==> src/rtl/z2_cycle_ctrl_pkg.sv <==
// Shared encodings for the Zorro II slave-cycle sequencer: bus phases and target ids.
package z2_cycle_ctrl_pkg;

  // Bus phase as seen on o_z2_state; the autoconfig block keys off these codes.
  typedef enum logic [1:0] {
    Z2_IDLE  = 2'b00,
    Z2_START = 2'b01,
    Z2_DATA  = 2'b10,
    Z2_END   = 2'b11
  } z2_state_e;

  // Which block owns the current cycle.
  typedef enum logic [1:0] {
    TGT_RAM = 2'b00,
    TGT_IDE = 2'b01,
    TGT_AC  = 2'b10
  } tgt_e;

  localparam int WCNT_W = 4;

  // Autoconfig wins over IDE, IDE wins over RAM.
  function automatic tgt_e pick_target(input logic ac, input logic ide);
    if (ac)       return TGT_AC;
    else if (ide) return TGT_IDE;
    else          return TGT_RAM;
  endfunction

endpackage

==> src/rtl/z2_cycle_ctrl_sync2.sv <==
// Two-flop synchroniser for one asynchronous host strobe.
module z2_cycle_ctrl_sync2 (
  input  logic i_clk,
  input  logic i_rst,
  input  logic i_d,
  output logic o_q
);

  logic r_meta;
  logic r_q;

  // Two register stages to settle metastability before the FSM sees the strobe.
  always_ff @(posedge i_clk or posedge i_rst) begin
    if (i_rst) begin
      r_meta <= 1'b0;
      r_q    <= 1'b0;
    end else begin
      r_meta <= i_d;
      r_q    <= r_meta;
    end
  end

  assign o_q = r_q;

endmodule

==> src/rtl/z2_cycle_ctrl.sv <==
// Zorro II slave-cycle sequencer: claims host cycles for RAM/IDE/autoconfig,
// steps the shared bus phase, and produces target strobes plus a registered DTACK.
module z2_cycle_ctrl
  import z2_cycle_ctrl_pkg::*;
#(
  parameter int unsigned RAM_WAIT   = 1,
  parameter int unsigned IDE_WAIT   = 3,
  parameter int unsigned AC_TIMEOUT = 15
) (
  input  logic       i_clk,
  input  logic       i_reset,
  input  logic       i_as_n,
  input  logic       i_uds_n,
  input  logic       i_lds_n,
  input  logic       i_rw,
  input  logic       i_ram_access,
  input  logic       i_ide_access,
  input  logic       i_autoconfig_cycle,
  input  logic       i_ac_dtack,
  output logic [1:0] o_z2_state,
  output logic       o_dtack,
  output logic       o_ram_oe,
  output logic [1:0] o_ram_we,
  output logic       o_ide_rd,
  output logic       o_ide_wr,
  output logic       o_data_oe,
  output logic       o_busy
);

  logic w_as_s;
  logic w_uds_s;
  logic w_lds_s;
  logic w_hit;

  z2_state_e         r_state;
  tgt_e              r_tgt;
  logic              r_rw;
  logic [WCNT_W-1:0] r_wcnt;
  logic              r_dtack;
  logic              r_ram_oe;
  logic [1:0]        r_ram_we;
  logic              r_ide_rd;
  logic              r_ide_wr;
  logic              r_data_oe;

  // Strobes are inverted ahead of the synchroniser so a reset synchroniser reads "inactive".
  z2_cycle_ctrl_sync2 u_sync_as  (.i_clk(i_clk), .i_rst(i_reset), .i_d(~i_as_n),  .o_q(w_as_s));
  z2_cycle_ctrl_sync2 u_sync_uds (.i_clk(i_clk), .i_rst(i_reset), .i_d(~i_uds_n), .o_q(w_uds_s));
  z2_cycle_ctrl_sync2 u_sync_lds (.i_clk(i_clk), .i_rst(i_reset), .i_d(~i_lds_n), .o_q(w_lds_s));

  assign w_hit = i_ram_access | i_ide_access | i_autoconfig_cycle;

  // Cycle sequencer with all host/target strobes registered alongside the phase.
  always_ff @(posedge i_clk or posedge i_reset) begin
    if (i_reset) begin
      r_state   <= Z2_IDLE;
      r_tgt     <= TGT_RAM;
      r_rw      <= 1'b0;
      r_wcnt    <= '0;
      r_dtack   <= 1'b0;
      r_ram_oe  <= 1'b0;
      r_ram_we  <= 2'b00;
      r_ide_rd  <= 1'b0;
      r_ide_wr  <= 1'b0;
      r_data_oe <= 1'b0;
    end else if (!w_as_s && r_state != Z2_IDLE) begin
      // Host released AS: normal end of cycle from END, abort from START/DATA.
      r_state   <= Z2_IDLE;
      r_dtack   <= 1'b0;
      r_ram_oe  <= 1'b0;
      r_ram_we  <= 2'b00;
      r_ide_rd  <= 1'b0;
      r_ide_wr  <= 1'b0;
      r_data_oe <= 1'b0;
    end else begin
      case (r_state)
        Z2_IDLE: begin
          if (w_as_s && w_hit) begin
            r_state <= Z2_START;
            r_tgt   <= pick_target(i_autoconfig_cycle, i_ide_access);
            r_rw    <= i_rw;
          end
        end
        Z2_START: begin
          if (r_rw || w_uds_s || w_lds_s) begin
            r_state   <= Z2_DATA;
            r_ram_oe  <= r_rw && (r_tgt == TGT_RAM);
            r_ram_we  <= (!r_rw && r_tgt == TGT_RAM) ? {w_uds_s, w_lds_s} : 2'b00;
            r_ide_rd  <= r_rw && (r_tgt == TGT_IDE);
            r_ide_wr  <= !r_rw && (r_tgt == TGT_IDE);
            r_data_oe <= r_rw;
            case (r_tgt)
              TGT_IDE: r_wcnt <= WCNT_W'(IDE_WAIT);
              TGT_AC:  r_wcnt <= WCNT_W'(AC_TIMEOUT - 1);
              default: r_wcnt <= WCNT_W'(RAM_WAIT);
            endcase
          end
        end
        Z2_DATA: begin
          if (r_tgt == TGT_AC && i_ac_dtack) begin
            r_state  <= Z2_END;
            r_dtack  <= 1'b1;
            r_ram_we <= 2'b00;
            r_ide_wr <= 1'b0;
          end else if (r_wcnt == '0) begin
            // An autoconfig timeout ends without DTACK so the host bus-errors.
            r_state  <= Z2_END;
            r_dtack  <= (r_tgt != TGT_AC);
            r_ram_we <= 2'b00;
            r_ide_wr <= 1'b0;
          end else begin
            r_wcnt <= r_wcnt - 1'b1;
          end
        end
        default: ;
      endcase
    end
  end

  assign o_z2_state = r_state;
  assign o_dtack    = r_dtack;
  assign o_ram_oe   = r_ram_oe;
  assign o_ram_we   = r_ram_we;
  assign o_ide_rd   = r_ide_rd;
  assign o_ide_wr   = r_ide_wr;
  assign o_data_oe  = r_data_oe;
  assign o_busy     = (r_state != Z2_IDLE);

endmodule
==> config.mk <==
export PLATFORM = sky130hd
export DESIGN_NAME = z2_cycle_ctrl
export DESIGN_NICKNAME = d
export VERILOG_FILES = /design/src/rtl/z2_cycle_ctrl_pkg.sv /design/src/rtl/z2_cycle_ctrl_sync2.sv /design/src/rtl/z2_cycle_ctrl.sv
export SDC_FILE = /design/constraint.sdc
export NUM_CORES = 1
export LEC_CHECK = 0
export ABC_AREA = 1
export ABC_CLOCK_PERIOD_IN_PS = 3300
export CELL_PAD_IN_SITES_DETAIL_PLACEMENT = 0
export CELL_PAD_IN_SITES_GLOBAL_PLACEMENT = 1
export CORE_AREA = 2 2 71 67
export CTS_BUF_LIST = sky130_fd_sc_hd__clkbuf_16
export DETAILED_ROUTE_END_ITERATION = 12
export DIE_AREA = 0 0 73 69
export GPL_TIMING_DRIVEN = 0
export HOLD_SLACK_MARGIN = 0.03
export PLACE_DENSITY_LB_ADDON = 0.25
export SLEW_MARGIN = 15
export SYNTH_ARGS = -nofsm -noshare
export SYNTH_HDL_FRONTEND = slang
export SYNTH_SLANG_ARGS = --single-unit
==> constraint.sdc <==
create_clock -name i_clk -period 3.3 [get_ports i_clk]
set_input_delay 0.33 -clock i_clk [delete_from_list [all_inputs] [get_ports i_clk]]
set_output_delay 0.33 -clock i_clk [all_outputs]
set_load 0.03 [all_outputs]
==> results of run 1 <==
## stage by stage
stage	util	cell area [um2]	instances
CTS	0.374	1600	239
global route	0.374	1600	239
finish	0.374	1600	239
floorplan	-	1250	166
detailed placement	0.350	1500	235
global placement	0.350	1500	235
## layout make-up
cell class	count	area, um2	share of cell area
Multi-Input combinational cell	115	587	0.366
Sequential cell	22	551	0.343
Timing Repair Buffer	19	190	0.119
Inverter	29	109	0.0679
Clock buffer	3	75.1	0.0468
Tap cell	50	62.6	0.0390
Clock inverter	1	30.0	0.0187
## worst max-delay path by stage
stage	from	end	cells after the start
3_5_place_dp	o_z2_state[0]	o_busy	4
5_1_grt	o_z2_state[0]	o_busy	4
3_3_place_gp	o_z2_state[0]	o_busy	4
4_1_cts	o_z2_state[0]	o_busy	4
2_1_floorplan	o_z2_state[0]	o_ide_wr	8
6_report	o_z2_state[0]	o_busy	4
## report_power, final
group | switching (mW) | total, mW | internal (mW) | leakage (nW)
Sequential | 0.0592 | 0.420 | 0.360 | 0.275
Combinational | 0.533 | 0.833 | 0.300 | 0.518
Clock | 0.101 | 0.342 | 0.241 | 0.0511
## flip-flops by register name, indices dropped and copies added (netlist names)
register / cells
o_data_oe: 1
o_dtack: 1
o_ide_rd: 1
o_ide_wr: 1
o_ram_oe: 1
o_ram_we: 2
o_z2_state: 2
r_rw: 1
r_tgt: 2
r_wcnt: 4
u_sync_as.o_q: 1
u_sync_as.r_meta: 1
u_sync_lds.o_q: 1
u_sync_lds.r_meta: 1
u_sync_uds.o_q: 1
u_sync_uds.r_meta: 1
## routing by layer
layer | GRT usage | up-vias | part of all wire
met1 | 0.155 | 477 | 0.49
met3 | 0.0234 | 5 | 0.031
li1 | - | 557 | -
met4 | 0.0432 | 0 | 0.017
met2 | 0.198 | 20 | 0.46
met5 | 0 | - | 0
## Yosys cell counts (all sizes together)
library cell  number  area, um2
nand4              1       6.26
nor2              19       81.3
dfrtp             22        551
o21a               1       7.51
nand3             17       85.1
o21ai             15       75.1
ha                10        125
inv               29        109
nand2             49        191
a21oi              2       10.0
nor3               1       5.00
## logic make-up (layout without fill, tap and decap cells)
family	after synthesis	in the layout	share of synthesized area
simple gates	87	87	0.296
buf+inv	29	52	0.0873
compound gates	18	18	0.0743
flops	22	22	0.442
fa+ha+maj	10	10	0.100
==> flow_summary.html, run 1 <==
<table>
<tr><th>Metric</th><th>Value</th></tr>
<tr><th colspan="2">Worst setup path</th></tr>
<tr><td>Crit path top cell by count</td><td>inv_1</td></tr>
<tr><td>Max Fanout on Critical Path</td><td>6</td></tr>
<tr><td>Cell-by-cell trace of the critical path</td><td>inv_1, ha_1, inv_1, clkdlybuf4s50_1</td></tr>
<tr><td>Critical path endpoint category</td><td>primary output</td></tr>
<tr><td>Internal reg-to-reg setup slack</td><td>1460 ps</td></tr>
<tr><td>Destination of the worst register-to-register timing path</td><td>o_z2_state[1]</td></tr>
<tr><td>FF-to-FF path depth</td><td>8</td></tr>
<tr><td>Crit-path leading delay family</td><td>buffers and inverters</td></tr>
<tr><td>Required time at the worst-slack endpoint</td><td>2970 ps</td></tr>
<tr><td>Largest incremental delay on the critical path</td><td>650 ps</td></tr>
<tr><td>CP startpoint kind</td><td>flip-flop</td></tr>
<tr><td>Buffers plus inverters on the worst setup path</td><td>3</td></tr>
<tr><td>Worst path arrival time</td><td>1800 ps</td></tr>
<tr><td>Critical path type</td><td>flip-flop to primary output</td></tr>
<tr><td>Launch point of the worst reg-to-reg path</td><td>o_z2_state[0]</td></tr>
<tr><td>Slowest library cell on the worst path</td><td>clkdlybuf4s50_1</td></tr>
<tr><th colspan="2">Timing</th></tr>
<tr><td>Final-layout setup total negative slack</td><td>0 ps</td></tr>
<tr><td>Final critical-path share of the clock period</td><td>0.646</td></tr>
<tr><td>Min Hold Slack</td><td>348 ps</td></tr>
<tr><td>Max Slew Vio Count</td><td>0</td></tr>
<tr><td>Setup Viol. Count Final</td><td>0</td></tr>
<tr><td>PnR worst setup slack</td><td>1170 ps</td></tr>
<tr><td>Unrepaired setup endpoints after global routing</td><td>false</td></tr>
<tr><td>Worst slew margin relative to its limit</td><td>0.424</td></tr>
<tr><td>Actual slew at the worst max-slew pin</td><td>864 ps</td></tr>
<tr><td>Worst setup skew after layout</td><td>between 4 and 5 ps</td></tr>
<tr><td>Clock period minus final worst setup slack</td><td>between 2000 and 2500 ps</td></tr>
<tr><td>Fmax</td><td>469 MHz</td></tr>
<tr><td>Hold Vio Cnt, Final</td><td>0</td></tr>
<tr><th colspan="2">Global route</th></tr>
<tr><td>Wire length of the first global-routing pass</td><td>4800 um</td></tr>
<tr><td>Pin count of the biggest net entering global routing</td><td>23</td></tr>
<tr><td>Vias in the first global route</td><td>1086</td></tr>
<tr><td>Grt ovf</td><td>0</td></tr>
<tr><td>GRT Overall Usage</td><td>0.121</td></tr>
<tr><td>Initial antenna violation count</td><td>0</td></tr>
<tr><th colspan="2">Floorplan</th></tr>
<tr><td>Die width</td><td>73 um</td></tr>
<tr><td>Initial Util</td><td>0.291</td></tr>
<tr><td>Rows</td><td>23</td></tr>
<tr><td>Die span in y</td><td>between 60 and 70 um</td></tr>
<tr><td>Area of the placeable core</td><td>0.00429 mm2</td></tr>
<tr><td>I/O pin count</td><td>20</td></tr>
<tr><td>Die outline area</td><td>0.00504 mm2</td></tr>
<tr><th colspan="2">Clock tree</th></tr>
<tr><td>Clock tree sinks</td><td>22</td></tr>
<tr><td>CTS tree</td><td>done</td></tr>
<tr><td>Maximum number of buffers from clock root to sink</td><td>2</td></tr>
<tr><td>CTS resizes</td><td>0</td></tr>
<tr><td>CTS H-tree depth</td><td>1</td></tr>
<tr><td>Worst-path clk slew</td><td>60 ps</td></tr>
<tr><td>Number of buffers inserted during clock tree synthesis</td><td>3</td></tr>
<tr><td>Cts hold-fix bufs</td><td>0</td></tr>
<tr><td>Post-CTS setup repair buffer count</td><td>0</td></tr>
<tr><td>Clk Latency, worst-skew pair</td><td>260 ps</td></tr>
<tr><td>CTS root buf</td><td>clkbuf_16</td></tr>
<tr><th colspan="2">Power and ir drop</th></tr>
<tr><td>Static leakage</td><td>0.844 nW</td></tr>
<tr><td>Total power</td><td>1.59 mW</td></tr>
<tr><td>Maximum VDD drop</td><td>0.320 mV</td></tr>
<tr><td>Ratio of total power to cell area</td><td>994 mW/mm2</td></tr>
<tr><th colspan="2">Detailed routing</th></tr>
<tr><td>Drt first-iter violations</td><td>60</td></tr>
<tr><td>Routed Wire Length</td><td>2650 um</td></tr>
<tr><td>Detailed-router iteration count before antenna repair</td><td>4</td></tr>
<tr><td>Antenna Nets Post-Route</td><td>0</td></tr>
<tr><td>WL per Instance</td><td>~11 um</td></tr>
<tr><td>Via count</td><td>1059</td></tr>
<tr><td>Via/cell ratio</td><td>4.43</td></tr>
<tr><td>DRC viols</td><td>0</td></tr>
<tr><th colspan="2">Worst hold path</th></tr>
<tr><td>Class of the most critical hold timing path</td><td>flip-flop to flip-flop</td></tr>
<tr><td>Hold Crit Endpoint</td><td>u_sync_uds.o_q</td></tr>
<tr><td>Cell depth of the worst min-delay path</td><td>0</td></tr>
<tr><td>Hold Startpoint</td><td>u_sync_uds.r_meta</td></tr>
<tr><th colspan="2">Cells and area</th></tr>
<tr><td>Leading cell type in the layout, fill and taps excluded</td><td>nand2_1</td></tr>
<tr><td>Fillers</td><td>about 440</td></tr>
<tr><td>Fraction of final layout cells with drive strength greater than 1</td><td>0.0476</td></tr>
<tr><td>Commonest non-fill, non-tap cells in the layout</td><td>nand2_1 (46), inv_1 (29), dfrtp_1 (22), clkdlybuf4s50_1 (19)</td></tr>
<tr><td>Final net count</td><td>between 200 and 250</td></tr>
<tr><td>P&amp;R area growth vs syn</td><td>28.7%</td></tr>
<tr><td>Count of antenna diodes in the layout</td><td>0</td></tr>
<tr><th colspan="2">Yosys</th></tr>
<tr><td>Synthesized netlist net count</td><td>between 150 and 200</td></tr>
<tr><td>Gate count after technology mapping</td><td>around 170</td></tr>
<tr><td>Yosys warning count</td><td>0</td></tr>
<tr><td>Synth Area per Inst</td><td>about 7.5 um2</td></tr>
<tr><td>Sequential share of the synthesized area</td><td>0.442</td></tr>
<tr><td>Cell area after technology mapping</td><td>0.00125 mm2</td></tr>
<tr><td>Synth Register Bits</td><td>22</td></tr>
<tr><td>Post-synth cell types</td><td>14</td></tr>
<tr><th colspan="2">Place</th></tr>
<tr><td>Weighted congestion reported at the end of routability-driven placement</td><td>0.823</td></tr>
<tr><td>Post-Place Setup Slack</td><td>~1400 ps</td></tr>
<tr><td>Port Buffers</td><td>19</td></tr>
<tr><td>Detailed placer's ending HPWL</td><td>between 2000 and 2500 um</td></tr>
<tr><th colspan="2">Job</th></tr>
<tr><td>Max Cap Viol</td><td>0</td></tr>
<tr><th colspan="2">Run status</th></tr>
<tr><td>Outcome</td><td>finished, final reports clean</td></tr>
</table>
Note: power is estimated with default switching activity, not from simulation.
==> run 2, diff against run 1 <==
--- a/config.mk
+++ b/config.mk
@@ -6,7 +6,7 @@
 export NUM_CORES = 1
 export LEC_CHECK = 0
 export ABC_AREA = 1
-export ABC_CLOCK_PERIOD_IN_PS = 3300
+export ABC_CLOCK_PERIOD_IN_PS = 2210
 export CELL_PAD_IN_SITES_DETAIL_PLACEMENT = 0
 export CELL_PAD_IN_SITES_GLOBAL_PLACEMENT = 1
 export CORE_AREA = 2 2 71 67
==> constraint.sdc (replaced) <==
create_clock -name i_clk -period 2.21 [get_ports i_clk]
set_input_delay 0.221 -clock i_clk [delete_from_list [all_inputs] [get_ports i_clk]]
set_output_delay 0.221 -clock i_clk [all_outputs]
set_load 0.03 [all_outputs]
==> results of run 2 <==
The final DEF is identical to that of run 1. Status: finished, final reports clean.
Among the figures that moved: setup slack after placement 1420 ps -> 361 ps; setup slack after layout 1170 ps -> 187 ps; register-to-register setup slack 1460 ps -> 370 ps; total power 1.59 mW -> 2.38 mW; worst IR drop on VDD 0.320 mV -> 0.477 mV
==> run 3, diff against run 2 <==
--- a/config.mk
+++ b/config.mk
@@ -6,7 +6,6 @@
 export NUM_CORES = 1
 export LEC_CHECK = 0
 export ABC_AREA = 1
-export ABC_CLOCK_PERIOD_IN_PS = 2210
 export CELL_PAD_IN_SITES_DETAIL_PLACEMENT = 0
 export CELL_PAD_IN_SITES_GLOBAL_PLACEMENT = 1
 export CORE_AREA = 2 2 71 67
==> results of run 3 <==
The final DEF is identical to that of run 1. Status: finished, final reports clean.
Among the figures that moved: setup slack after placement 1420 ps -> 361 ps; setup slack after layout 1170 ps -> 187 ps; register-to-register setup slack 1460 ps -> 370 ps; total power 1.59 mW -> 2.38 mW; worst IR drop on VDD 0.320 mV -> 0.477 mV
==> variant 1: new RTL, settings of run 1 <==
Make the reset (`i_reset` and `i_rst`) synchronous in 2 clocked blocks. Comments in the files are not updated.
--- a/src/rtl/z2_cycle_ctrl_sync2.sv
+++ b/src/rtl/z2_cycle_ctrl_sync2.sv
@@ -12,3 +12,3 @@
   // Two register stages to settle metastability before the FSM sees the strobe.
-  always_ff @(posedge i_clk or posedge i_rst) begin
+  always_ff @(posedge i_clk) begin
     if (i_rst) begin
--- a/src/rtl/z2_cycle_ctrl.sv
+++ b/src/rtl/z2_cycle_ctrl.sv
@@ -53,3 +53,3 @@
   // Cycle sequencer with all host/target strobes registered alongside the phase.
-  always_ff @(posedge i_clk or posedge i_reset) begin
+  always_ff @(posedge i_clk) begin
     if (i_reset) begin
Formal check against the unedited RTL: differs if i_reset is asserted again (counterexample within 4 cycles, from zero or initial values and one cycle with i_reset high); with i_reset held inactive, the same outputs for 10 cycles.
==> variant 1 against run 1 <==
- power decreased by 26%
- final area decreased by 6.6%
- area after synthesis decreased by 8.5%
- worst hold slack improved by 56 ps
- count of clock-buffer cells in the layout unchanged
- sequential cell count unchanged
- clock skew decreased by 0.54 ps
- worst setup slack improved by 46 ps
- routed wire length decreased by 9.6%
- critical endpoint unchanged
- largest cell class unchanged
- highest routed layer unchanged
==> variant 1: results (changes against run 1) <==
[sta]
skew_ps=3.73  ; was 4.27 ps
relSlewSlack_pct=78.5  ; was 42.4%

[power]
irDropWorstVdd_mv=0.287  ; was 0.320 mV
powerDensity_nw_per_um2=784  ; was 994 nW/um2

[logic_synthesis]
ys_top_cells_by_count=nand2_1 (35), nor2_1 (30), inv_1 (24), dfxtp_1 (22), a21oi_1 (10)  ; was nand2_1 (46), inv_1 (29), dfrtp_1 (22), nand3_1 (17), nor2_1 (17)
yosys_most_used_dff=dfxtp_1  ; was dfrtp_1
synth_compound_area_share_pct=8.89  ; was 7.43%
synthCells=163  ; was 166
synth_warnings=0  ; unchanged
ys_top_cells_by_area=dfxtp_1 (39%), nand2_1 (12%), ha_1 (9.9%)  ; was dfrtp_1 (44%), nand2_1 (14%), ha_1 (10%)
ys_seq_area_share_pct=38.6  ; was 44.2%
synth.distinct_cells=20  ; was 14
synthesis.nets=182  ; was 186

[outcome]
outcome=finished clean  ; unchanged

[layout]
fillCellCount=442  ; was 444
fin_nets=206  ; was 210
fin_cells=236  ; was 239
drive_gt1_share_pct=10.2  ; was 4.76%

[place]
dp_slack_ps=1500  ; was 1420 ps
io_buffers=19  ; unchanged
gp_congestion=0.721  ; was 0.823
placedCellCount=232  ; was 235
dp_hpwl_um=1870  ; was 2090 um

[routing]
via_count=1003  ; was 1059
drt_iter0_markers=30  ; was 60

[global_routing]
grt_pass1_wl_um=4330  ; was 4800 um
grt_max_degree=14  ; was 23
grt_usage_pct=10.8  ; was 12.1%
grt_pass1_vias=985  ; was 1086

[worst_setup_path]
arrival_ps=1760  ; was 1800 ps
critPathMaxFanout=5  ; was 6

variant 1: cell count changes after synthesis, moves of 2 or more:
cell,change
dfrtp_1,-22
o21ai_0,-9
a21oi_1,+8
inv_1,-5
nand2_1,-11
dfxtp_1,+22
nand3_2,+2
inv_2,+4
nand3_1,-10
nor2_1,+13
variant 1: path summary, 6_finish.rpt:
check                             end                        start  cells after the start  slack [ps]
max                            o_busy   o_z2_state[0]$_SDFFE_PP0P_                      4        1210
max reg2reg    r_wcnt[2]$_SDFFE_PP0P_   o_z2_state[0]$_SDFFE_PP0P_                     11        1850
min          u_sync_as.o_q$_SDFF_PP0_  u_sync_as.r_meta$_SDFF_PP0_                      2         400
min reg2reg  u_sync_as.o_q$_SDFF_PP0_  u_sync_as.r_meta$_SDFF_PP0_                      2         400
variant 1: layout make-up:
class,instances,share of cell area (%)
Inverter,28,7.02
Sequential cell,22,29.4
Buffer,2,1.25
Clock buffer,3,5.01
Timing Repair Buffer,19,12.7
Tap cell,50,4.18
Clock inverter,1,2.01
Multi-Input combinational cell,111,38.4
variant 1: kinds of logic after synthesis:
logic type,Yosys count
DFF,22
and+or+nand+nor,83
AOI/OAI and AO/OA,19
buffers and inverters,30
adders and majority gates,9
variant 1: where the power goes:
group | internal, mW | switching (mW) | total [mW]
clock | 0.241 | 0.106 | 0.347
combinational | 0.187 | 0.305 | 0.492
sequential | 0.308 | 0.0266 | 0.335
total | 0.736 | 0.437 | 1.17
variant 1: layer usage:
metal	vias up	track usage, %	part of all wire [%]
met1	442	14.2	51
met4	0	4.32	0.71
met3	2	2.34	3.2
li1	545	-	-
met5	-	0	0
met2	14	17.0	45
variant 1: critical path: stages (launching register included):
cell and delay [ps]:
dfxtp_1 410, inv_1 90, ha_1 260, inv_1 70
clkdlybuf4s50_1 660
==> variant 2: new RTL, flow settings as in run 1 <==
Without the edit above. The package constant `WCNT_W` goes from 4 to 6.
--- a/src/rtl/z2_cycle_ctrl_pkg.sv
+++ b/src/rtl/z2_cycle_ctrl_pkg.sv
@@ -18,3 +18,3 @@
 
-  localparam int WCNT_W = 4;
+  localparam int WCNT_W = 6;
 
Check against the original RTL: no difference found for any inputs over 10 cycles, from zero or initial values and one cycle with i_reset high; that may be too few to reach the edited logic, so the function may still have changed.
==> variant 2 against run 1 <==
- worst setup slack worse by 45 ps
- sequential cell count increased by 2
- clock skew about the same
- power grew 10%
- register-to-register slack improved by 130 ps
- routed wire length increased by 7.4%
- combinational power up 14%
- area after synthesis grew 12%
- sequential share of layout area is essentially flat
- global-route usage grew 0.57 points
- final area is 9.1% higher
- worst hold slack barely moved
- critical path type unchanged
==> variant 2: results (changes against run 1) <==
[outcome]
outcome=finished clean  ; unchanged

[layout]
fillCellCount=420  ; was 444
drive_gt1_share_pct=7.73  ; was 4.76%
postLayoutCoreUtil_pct=40.8  ; was 37.4%
fin_nets=227  ; was 210

[sta]
worstMarginPinSlew_ps=963  ; was 864 ps
skew_ps=3.85  ; was 4.27 ps

[min_path]
hold_start=u_sync_as.r_meta$_DFF_PP0_  ; was u_sync_uds.r_meta$_DFF_PP0_

[logic_synthesis]
synth_warnings=0  ; unchanged
syn_avg_cell_area_um2=7.57  ; was 7.51 um2
ys_seq_area_share_pct=43.1  ; was 44.2%
synthesis.nets=203  ; was 186
ys_top_cells_by_area=dfrtp_1 (43%), nand2_1 (17%), ha_1 (8.1%)  ; was dfrtp_1 (44%), nand2_1 (14%), ha_1 (10%)
ys_top_cells_by_count=nand2_1 (63), inv_1 (27), dfrtp_1 (24), nor2_1 (21), ha_1 (9)  ; was nand2_1 (46), inv_1 (29), dfrtp_1 (22), nand3_1 (17), nor2_1 (17)
synth.distinct_cells=18  ; was 14

[clocking]
h-tree-depth=1  ; unchanged
cts-buffers-inserted=3  ; unchanged

[place]
placedCellCount=253  ; was 235
gp_congestion=0.802  ; was 0.823
dp_hpwl_um=2140  ; was 2090 um
io_buffers=19  ; unchanged

[power]
p_leak_nw=0.915  ; was 0.844 nW
irDropWorstVdd_mv=0.426  ; was 0.320 mV

[routing]
wl_per_cell_um=11.1  ; about the same
via_per_inst=4.58  ; was 4.43
drt_iter0_markers=140  ; was 60

[global_routing]
grt_pass1_wl_um=5110  ; was 4800 um
grt_max_degree=25  ; was 23
antenna_found_initial=0  ; unchanged
grt_usage_pct=12.6  ; was 12.1%

[worst_setup_path]
critPathMaxFanout=5  ; was 6
arrival_ps=1850  ; was 1800 ps

## variant 2: layout make-up
type / instances / area [um2] / share of cell area (%)
clock inverter: 1 / 30.0 / 1.72
clock buffer: 3 / 75.1 / 4.29
sequential: 24 / 601 / 34.3
multi-input combinational: 131 / 683 / 39.0
tap: 50 / 62.6 / 3.57
timing repair buffer: 19 / 190 / 10.9
inverter: 29 / 109 / 6.22
## variant 2: per-stage QoR
step | total power [mW] | hold slack [ps] | worst slack, ps
after floorplan | 1.16 | 331 | 1480
after global placement | 1.41 | 332 | 1410
after detailed placement | 1.42 | 336 | 1410
after CTS | 1.78 | 350 | 1120
after global routing | 1.93 | 355 | 1030
final | 1.76 | 348 | 1120
## variant 2: worst paths after layout
kind                       slack, ps  depth (start not counted)                     endpoint
setup / recovery                1120                          4                       o_busy
hold / removal                   350                          0      u_sync_as.o_q$_DFF_PP0_
setup reg to reg                1590                          8    o_z2_state[0]$_DFFE_PP0P_
hold reg to reg                  350                          0      u_sync_as.o_q$_DFF_PP0_
max in group asynchronous       2120                          2  u_sync_lds.r_meta$_DFF_PP0_
min in group asynchronous        590                          2         r_tgt[1]$_DFFE_PP0P_
## variant 2: worst max-delay path, cell delays in order (launching register included)
cell and delay [ps]:
dfrtp_1 420, inv_1 110, ha_1 260, inv_1 120, clkdlybuf4s50_1 680
## variant 2: cells by family after synthesis
family / Yosys count / share of synthesized area, %
AOI/OAI and AO/OA: 13 / 6.11
DFF: 24 / 43.1
adders and majority gates: 9 / 8.09
and+or+nand+nor: 109 / 34.9
buffers and inverters: 29 / 7.82
## variant 2: metal layers
layer	global-route usage, %	routed length, um	part of all wire, %	vias up
met4	3.09	19	0.67	0
met3	3.80	158	5.5	2
met1	18.7	1480	52	518
met2	17.8	1190	42	37
met5	0	0	0	-
li1	-	-	-	619
## variant 2: power breakdown
group / total, mW / internal [mW] / switching [mW]
Sequential: 0.469 / 0.394 / 0.0748
Combinational: 0.946 / 0.343 / 0.603
Clock: 0.347 / 0.241 / 0.106
